`config.mk`:
```
export PLATFORM = sky130hd
export DESIGN_NAME = mul_arbiter
export DESIGN_NICKNAME = d
export VERILOG_FILES = /design/src/rtl/mul_arb_pkg.sv /design/src/rtl/mul_arb_rr_picker.sv /design/src/rtl/mul_arbiter.sv
export SDC_FILE = /design/constraint.sdc
export NUM_CORES = 1
export LEC_CHECK = 0
export ABC_AREA = 0
export BUFFER_PORTS_ARGS = -buffer_cell sky130_fd_sc_hd__buf_2
export CAP_MARGIN = 25
export CORE_AREA = 2 2 179 181
export DETAILED_ROUTE_END_ITERATION = 10
export DIE_AREA = 0 0 181 183
export PLACE_DENSITY = 0.5
export SETUP_SLACK_MARGIN = 0.3
export SLEW_MARGIN = 20
export SYNTH_ARGS = -nofsm -noshare
export SYNTH_HDL_FRONTEND = slang
export SYNTH_HIERARCHICAL = 1
export SYNTH_SLANG_ARGS = --single-unit
```
`constraint.sdc`:
```
create_clock -name clk -period 4.7 [get_ports clk]
set_input_delay 0.94 -clock clk [delete_from_list [all_inputs] [get_ports clk]]
set_output_delay 0.94 -clock clk [all_outputs]
set_load 0.03 [all_outputs]
```
`src/rtl/mul_arb_pkg.sv`:
```
// Shared types and constants for the multiplier arbiter.
package mul_arb_pkg;

  localparam int XLEN = 32;  // operand width
  localparam int PLEN = 64;  // product width

  typedef enum logic [1:0] {
    IDLE = 2'd0,  // arbitrate among requesters
    WAIT = 2'd1,  // operands held, latency counter running
    RESP = 2'd2   // product presented to the issuing requester
  } state_t;

  // Index width for n items, never less than one bit.
  function automatic int idx_width(input int n);
    int w;
    w = 1;
    for (int i = 1; i < 31; i++) begin
      if ((1 << w) < n) w = w + 1;
    end
    return w;
  endfunction

endpackage

```
`src/rtl/mul_arb_rr_picker.sv`:
```
// Combinational round-robin picker: rotate requests so rr_ptr sits at bit 0,
// take the lowest set bit, then rotate the one-hot grant back.
module mul_arb_rr_picker
  import mul_arb_pkg::*;
#(
  parameter int NUM_REQ = 4,
  localparam int IDX_W = idx_width(NUM_REQ)
) (
  input  logic [NUM_REQ-1:0] req_valid,
  input  logic [IDX_W-1:0]   rr_ptr,
  output logic [NUM_REQ-1:0] grant,
  output logic [IDX_W-1:0]   grant_idx,
  output logic               any
);

  localparam logic [IDX_W:0] NUM_REQ_W = (IDX_W + 1)'(NUM_REQ);

  logic [2*NUM_REQ-1:0] dbl_req;
  logic [2*NUM_REQ-1:0] dbl_gnt;
  logic [NUM_REQ-1:0]   rot_req;
  logic [NUM_REQ-1:0]   rot_gnt;
  logic [IDX_W-1:0]     rot_idx;
  logic [IDX_W:0]       idx_sum;

  // Rotate, fixed-priority pick, rotate back, and encode the winner index.
  always_comb begin
    // NOTE: every output of a combinational block gets a default before any
    // conditional assignment, otherwise synthesis infers a latch.
    rot_gnt = '0;
    rot_idx = '0;
    dbl_req = {req_valid, req_valid} >> rr_ptr;
    rot_req = dbl_req[NUM_REQ-1:0];
    // Descending scan so the lowest set bit overwrites last and wins.
    for (int i = NUM_REQ - 1; i >= 0; i--) begin
      if (rot_req[i]) begin
        rot_gnt    = '0;
        rot_gnt[i] = 1'b1;
        rot_idx    = IDX_W'(i);
      end
    end
    dbl_gnt   = {rot_gnt, rot_gnt} << rr_ptr;
    grant     = dbl_gnt[2*NUM_REQ-1:NUM_REQ];
    idx_sum   = {1'b0, rot_idx} + {1'b0, rr_ptr};
    grant_idx = (idx_sum >= NUM_REQ_W) ? IDX_W'(idx_sum - NUM_REQ_W)
                                       : idx_sum[IDX_W-1:0];
    any       = |req_valid;
  end

endmodule

```
`src/rtl/mul_arbiter.sv`:
```
// Round-robin arbiter sharing one signed 32x32->64 multiplier among NUM_REQ
// requesters, one operation in flight at a time.
// Optional feature: define MUL_ARB_OVF_EN to add the resp_ovf output, which
// flags products outside the signed 32-bit range.
module mul_arbiter
  import mul_arb_pkg::*;
#(
  parameter int NUM_REQ     = 4,
  parameter int MUL_LATENCY = 3
) (
  input  logic                    clk,
  input  logic                    rst,
  input  logic [NUM_REQ-1:0]      req_valid,
  input  logic [NUM_REQ*XLEN-1:0] req_x,
  input  logic [NUM_REQ*XLEN-1:0] req_y,
  output logic [NUM_REQ-1:0]      req_ready,
  output logic [NUM_REQ-1:0]      resp_valid,
  output logic [PLEN-1:0]         resp_data,
`ifdef MUL_ARB_OVF_EN
  output logic                    resp_ovf,
`endif
  output logic [XLEN-1:0]         mul_x,
  output logic [XLEN-1:0]         mul_y,
  input  logic [PLEN-1:0]         mul_s
);

  localparam int IDX_W = idx_width(NUM_REQ);
  localparam int CNT_W = idx_width(MUL_LATENCY);
  localparam logic [CNT_W-1:0] CNT_LOAD = CNT_W'(MUL_LATENCY - 1);
  localparam logic [IDX_W-1:0] LAST_IDX = IDX_W'(NUM_REQ - 1);

  state_t             state;
  state_t             state_next;
  logic [IDX_W-1:0]   rr_ptr;
  logic [IDX_W-1:0]   grant_q;
  logic [IDX_W-1:0]   pick_idx;
  logic [NUM_REQ-1:0] pick_gnt;
  logic               pick_any;
  logic [CNT_W-1:0]   cnt;
  logic               cnt_done;
  logic               accept;

  mul_arb_rr_picker #(
    .NUM_REQ (NUM_REQ)
  ) u_picker (
    .req_valid (req_valid),
    .rr_ptr    (rr_ptr),
    .grant     (pick_gnt),
    .grant_idx (pick_idx),
    .any       (pick_any)
  );

  assign cnt_done = (cnt == '0);

  // Next-state logic and the grant; grants only in IDLE and never under reset.
  always_comb begin
    state_next = state;
    req_ready  = '0;
    accept     = 1'b0;
    case (state)
      IDLE: begin
        if (!rst) req_ready = pick_gnt;
        accept = !rst && pick_any;
        if (accept) state_next = WAIT;
      end
      WAIT:    if (cnt_done) state_next = RESP;
      RESP:    state_next = IDLE;
      default: state_next = IDLE;
    endcase
  end

  // Response pulse decoded from the RESP state toward the issuing requester.
  always_comb begin
    resp_valid = '0;
    if (state == RESP) resp_valid[grant_q] = 1'b1;
  end

  // State register.
  always_ff @(posedge clk) begin
    // NOTE: sequential state uses non-blocking assignments so every flop
    // samples pre-edge values regardless of block evaluation order.
    if (rst) state <= IDLE;
    else     state <= state_next;
  end

  // Datapath: operand launch, round-robin pointer, latency counter, capture.
  always_ff @(posedge clk) begin
    // NOTE: the operand and result registers are reset too, since their
    // values are visible on ports and an in-flight operation must vanish.
    if (rst) begin
      rr_ptr    <= '0;
      grant_q   <= '0;
      cnt       <= '0;
      mul_x     <= '0;
      mul_y     <= '0;
      resp_data <= '0;
`ifdef MUL_ARB_OVF_EN
      resp_ovf  <= 1'b0;
`endif
    end else begin
      case (state)
        IDLE: begin
          if (accept) begin
            mul_x   <= req_x[pick_idx*XLEN +: XLEN];
            mul_y   <= req_y[pick_idx*XLEN +: XLEN];
            grant_q <= pick_idx;
            rr_ptr  <= (pick_idx == LAST_IDX) ? '0 : pick_idx + 1'b1;
            cnt     <= CNT_LOAD;
          end
        end
        WAIT: begin
          if (cnt_done) begin
            resp_data <= mul_s;
`ifdef MUL_ARB_OVF_EN
            // Fits in signed 32 bits only if bits 63..31 are all equal.
            resp_ovf  <= !((&mul_s[PLEN-1:XLEN-1]) || !(|mul_s[PLEN-1:XLEN-1]));
`endif
          end else begin
            cnt <= cnt - 1'b1;
          end
        end
        default: ;
      endcase
    end
  end

endmodule

```
==> out/metrics.cfg <==
[worst_setup_path]
worst_path_dominant_cell_family=adder cells
crit_type=primary input to register
cp_max_fo=25
start_kind=primary input
end_kind=register
cp_data_arrival_time_ns=3.31
slowest_delay_ns=0.66
required_ns=5.02
slowest_stage=ha_4
cp_num_buf_inv=2
path_cells=buf_2 -> nor2_1 -> nor4_1 -> a21oi_1 -> o211ai_1 -> ha_4 -> buf_4 -> mux4_2 -> a22o_1

[route]
drc=0
wl_per_cell_um=18.9
drt_iter0_markers=248
drtAntennaViolNets=0
drt_pass1_iterations=4
wirelength_um=27500
via_count=6561
via_per_inst=4.51

[timing]
slew_violations=0
post-route-min-period_ns=3.00
slew_headroom_pct=37.9
hold_viol=0
setup_viol=0
fin_crit_sh_pct=63.8
rsz0062_at_grt=no
whs_ns=0.451
max_freq_mhz=334
worst_pin_slew_ns=0.932
fin_tns_setup_ns=0
fin_skew_ns=0.0186

[clock_network]
cts.sinks=136
cts_resized=0
path_clk_slew_ns=0.07
cts_buffers=17
cts-root-buf=clkbuf_16
post_cts_buffers=0
clkLatencyLatePin_ns=0.42
clk_path_buf_depth=2
postCtsHoldBufs=0
htree_levels=4
cts_tree=yes

[logic_synthesis]
synth_edf_count=0
ys_seq_elements=136
ys_warn_count=6
syn_avg_cell_area_sq_um=10.8
async_flop_share_pct=0
synthDistinctLibCells=46
synth_seq_area_share_pct=42.3
synthCells=596
synth_nets=925
synth_area_sq_um=6440
synth_ff_type=dfxtp_1

[global_route]
grt_pass1_vias=6631
grt.total_usage_pct=15.9
grt.overflow.total=0
antenna_found_initial=13
grt_pass1_wl_um=39900
grt_max_degree=70

[die]
num_io_pins=462
die_w_um=181
die_h_um=183
core_sq_um=31200
rows=65
dieArea_sq_um=33100
start_util_pct=20.6

[final_layout]
syn2layout_area_growth_pct=50.0
nNetsFinal=1360
seqCellArea_sq_um=2720
nFillCells=3374
finalInstanceArea_sq_um=9660
drive_gt1_share_pct=55.6
multi_input_area_sq_um=3390
fin_util_pct=30.9

[run]
maxCapViolations=0

[power]
p_leak_nw=4.52
power_mw=6.34
power.density_nw_per_um2=656
ir_drop_uv=269

[placement]
gp_congestion=0.856
portBuffers=461
dpl-instance-area_sq_um=9050
dp_hpwl_um=21200

[hold_path]
hold_class=register to register

[run_status]
status=completed

[per-stage QoR]
step / setup slack [ns] / cells
finish: 1.70 / 1455
global route: 1.51 / 1452
CTS: 1.70 / 1446
detailed placement: 1.23 / 1414
global placement: 1.23 / 1414
floorplan: 1.64 / 596
[per-layer routing]
| metal | share of wire [%] | global-route usage (%) | routed length (um) |
|---|---|---|---|
| met5 | 0.17 | 0 | 46 |
| met3 | 8.8 | 5.78 | 2420 |
| met2 | 50 | 27.8 | 13900 |
| met1 | 38 | 17.7 | 10500 |
| met4 | 2.6 | 6.31 | 725 |
[report_power, final]
| group | total, mW | internal (mW) | switching (mW) |
|---|---|---|---|
| combinational | 3.25 | 1.52 | 1.74 |
| clock | 1.41 | 0.798 | 0.613 |
| sequential | 1.67 | 1.46 | 0.209 |
[cell type report]
class,count,area share (%)
inverter,5,0.194
multi-input combinational,399,35.1
clock inverter,14,1.68
timing repair buffer,472,25.0
antenna,9,0.233
clock buffer,18,4.44
tap,402,5.20
sequential,136,28.2
[worst register-to-register path: stages, from the launching register on]
cell      delay, ns
dfxtp_1        0.68
nand2_1        0.18
nor2_1         0.12
o21ai_1        0.08
o211ai_1       0.16
ha_4           0.17
xor2_1         0.23
xnor2_2        0.17
buf_12         0.34
mux4_2         0.50
a22o_1         0.19
[kinds of logic after synthesis]
| family | share of synthesized area, % |
|---|---|
| compound gates | 15.9 |
| xor+xnor | 0.272 |
| fa+ha+maj | 0.583 |
| buf+inv | 5.54 |
| flops | 42.3 |
| mux | 23.2 |
| simple gates | 12.3 |
[worst paths after layout]
kind	from	to	slack, ns	depth (start not counted)
worst min-delay path	resp_data[48]	resp_data[48]	0.45	2
worst max-delay path	req_valid[3]	mul_y[9]	1.70	9
worst min register to register	resp_data[48]	resp_data[48]	0.45	2
worst max register to register	rr_ptr[0]	mul_x[27]	1.79	10
[state kept, by name, summed over array words and instances (netlist names)]
register,cells
state,2
resp_data,64
mul_x,32
cnt,2
grant_q,2
mul_y,32
rr_ptr,2
[synth_stat cells, types with 2 or more instances]
cell type	number	share of area (%)
and2_1	8	0.78
mux2i_1	5	0.78
inv_1	5	0.29
mux4_2	64	22
dfxtp_1	136	42
a211oi_1	2	0.23
buf_6	6	1.0
nor2_1	11	0.64
o21ai_0	2	0.16
buf_2	27	2.1
o22ai_1	2	0.19
nor3_1	6	0.47
nor4bb_1	3	0.47
a21oi_1	68	5.3
buf_4	13	1.5
nand2_1	133	7.7
ha_1	3	0.58
o21bai_1	3	0.35
a22o_1	63	8.6
clkbuf_1	10	0.58
[layout by cell type (no fill, tap or decap), drive strengths merged, types with 3 or more instances in the layout]
cell type / n
ha: 3
o21bai: 3
nor4bb: 3
mux4: 64
diode: 9
nor3: 7
nand2: 133
a21oi: 68
clkinvlp: 4
buf: 472
a22o: 63
mux2i: 5
o21ai: 4
nor2: 12
inv: 12
and2: 8
dfxtp: 136
clkbuf: 18
Power figures use the tool's default switching activity.
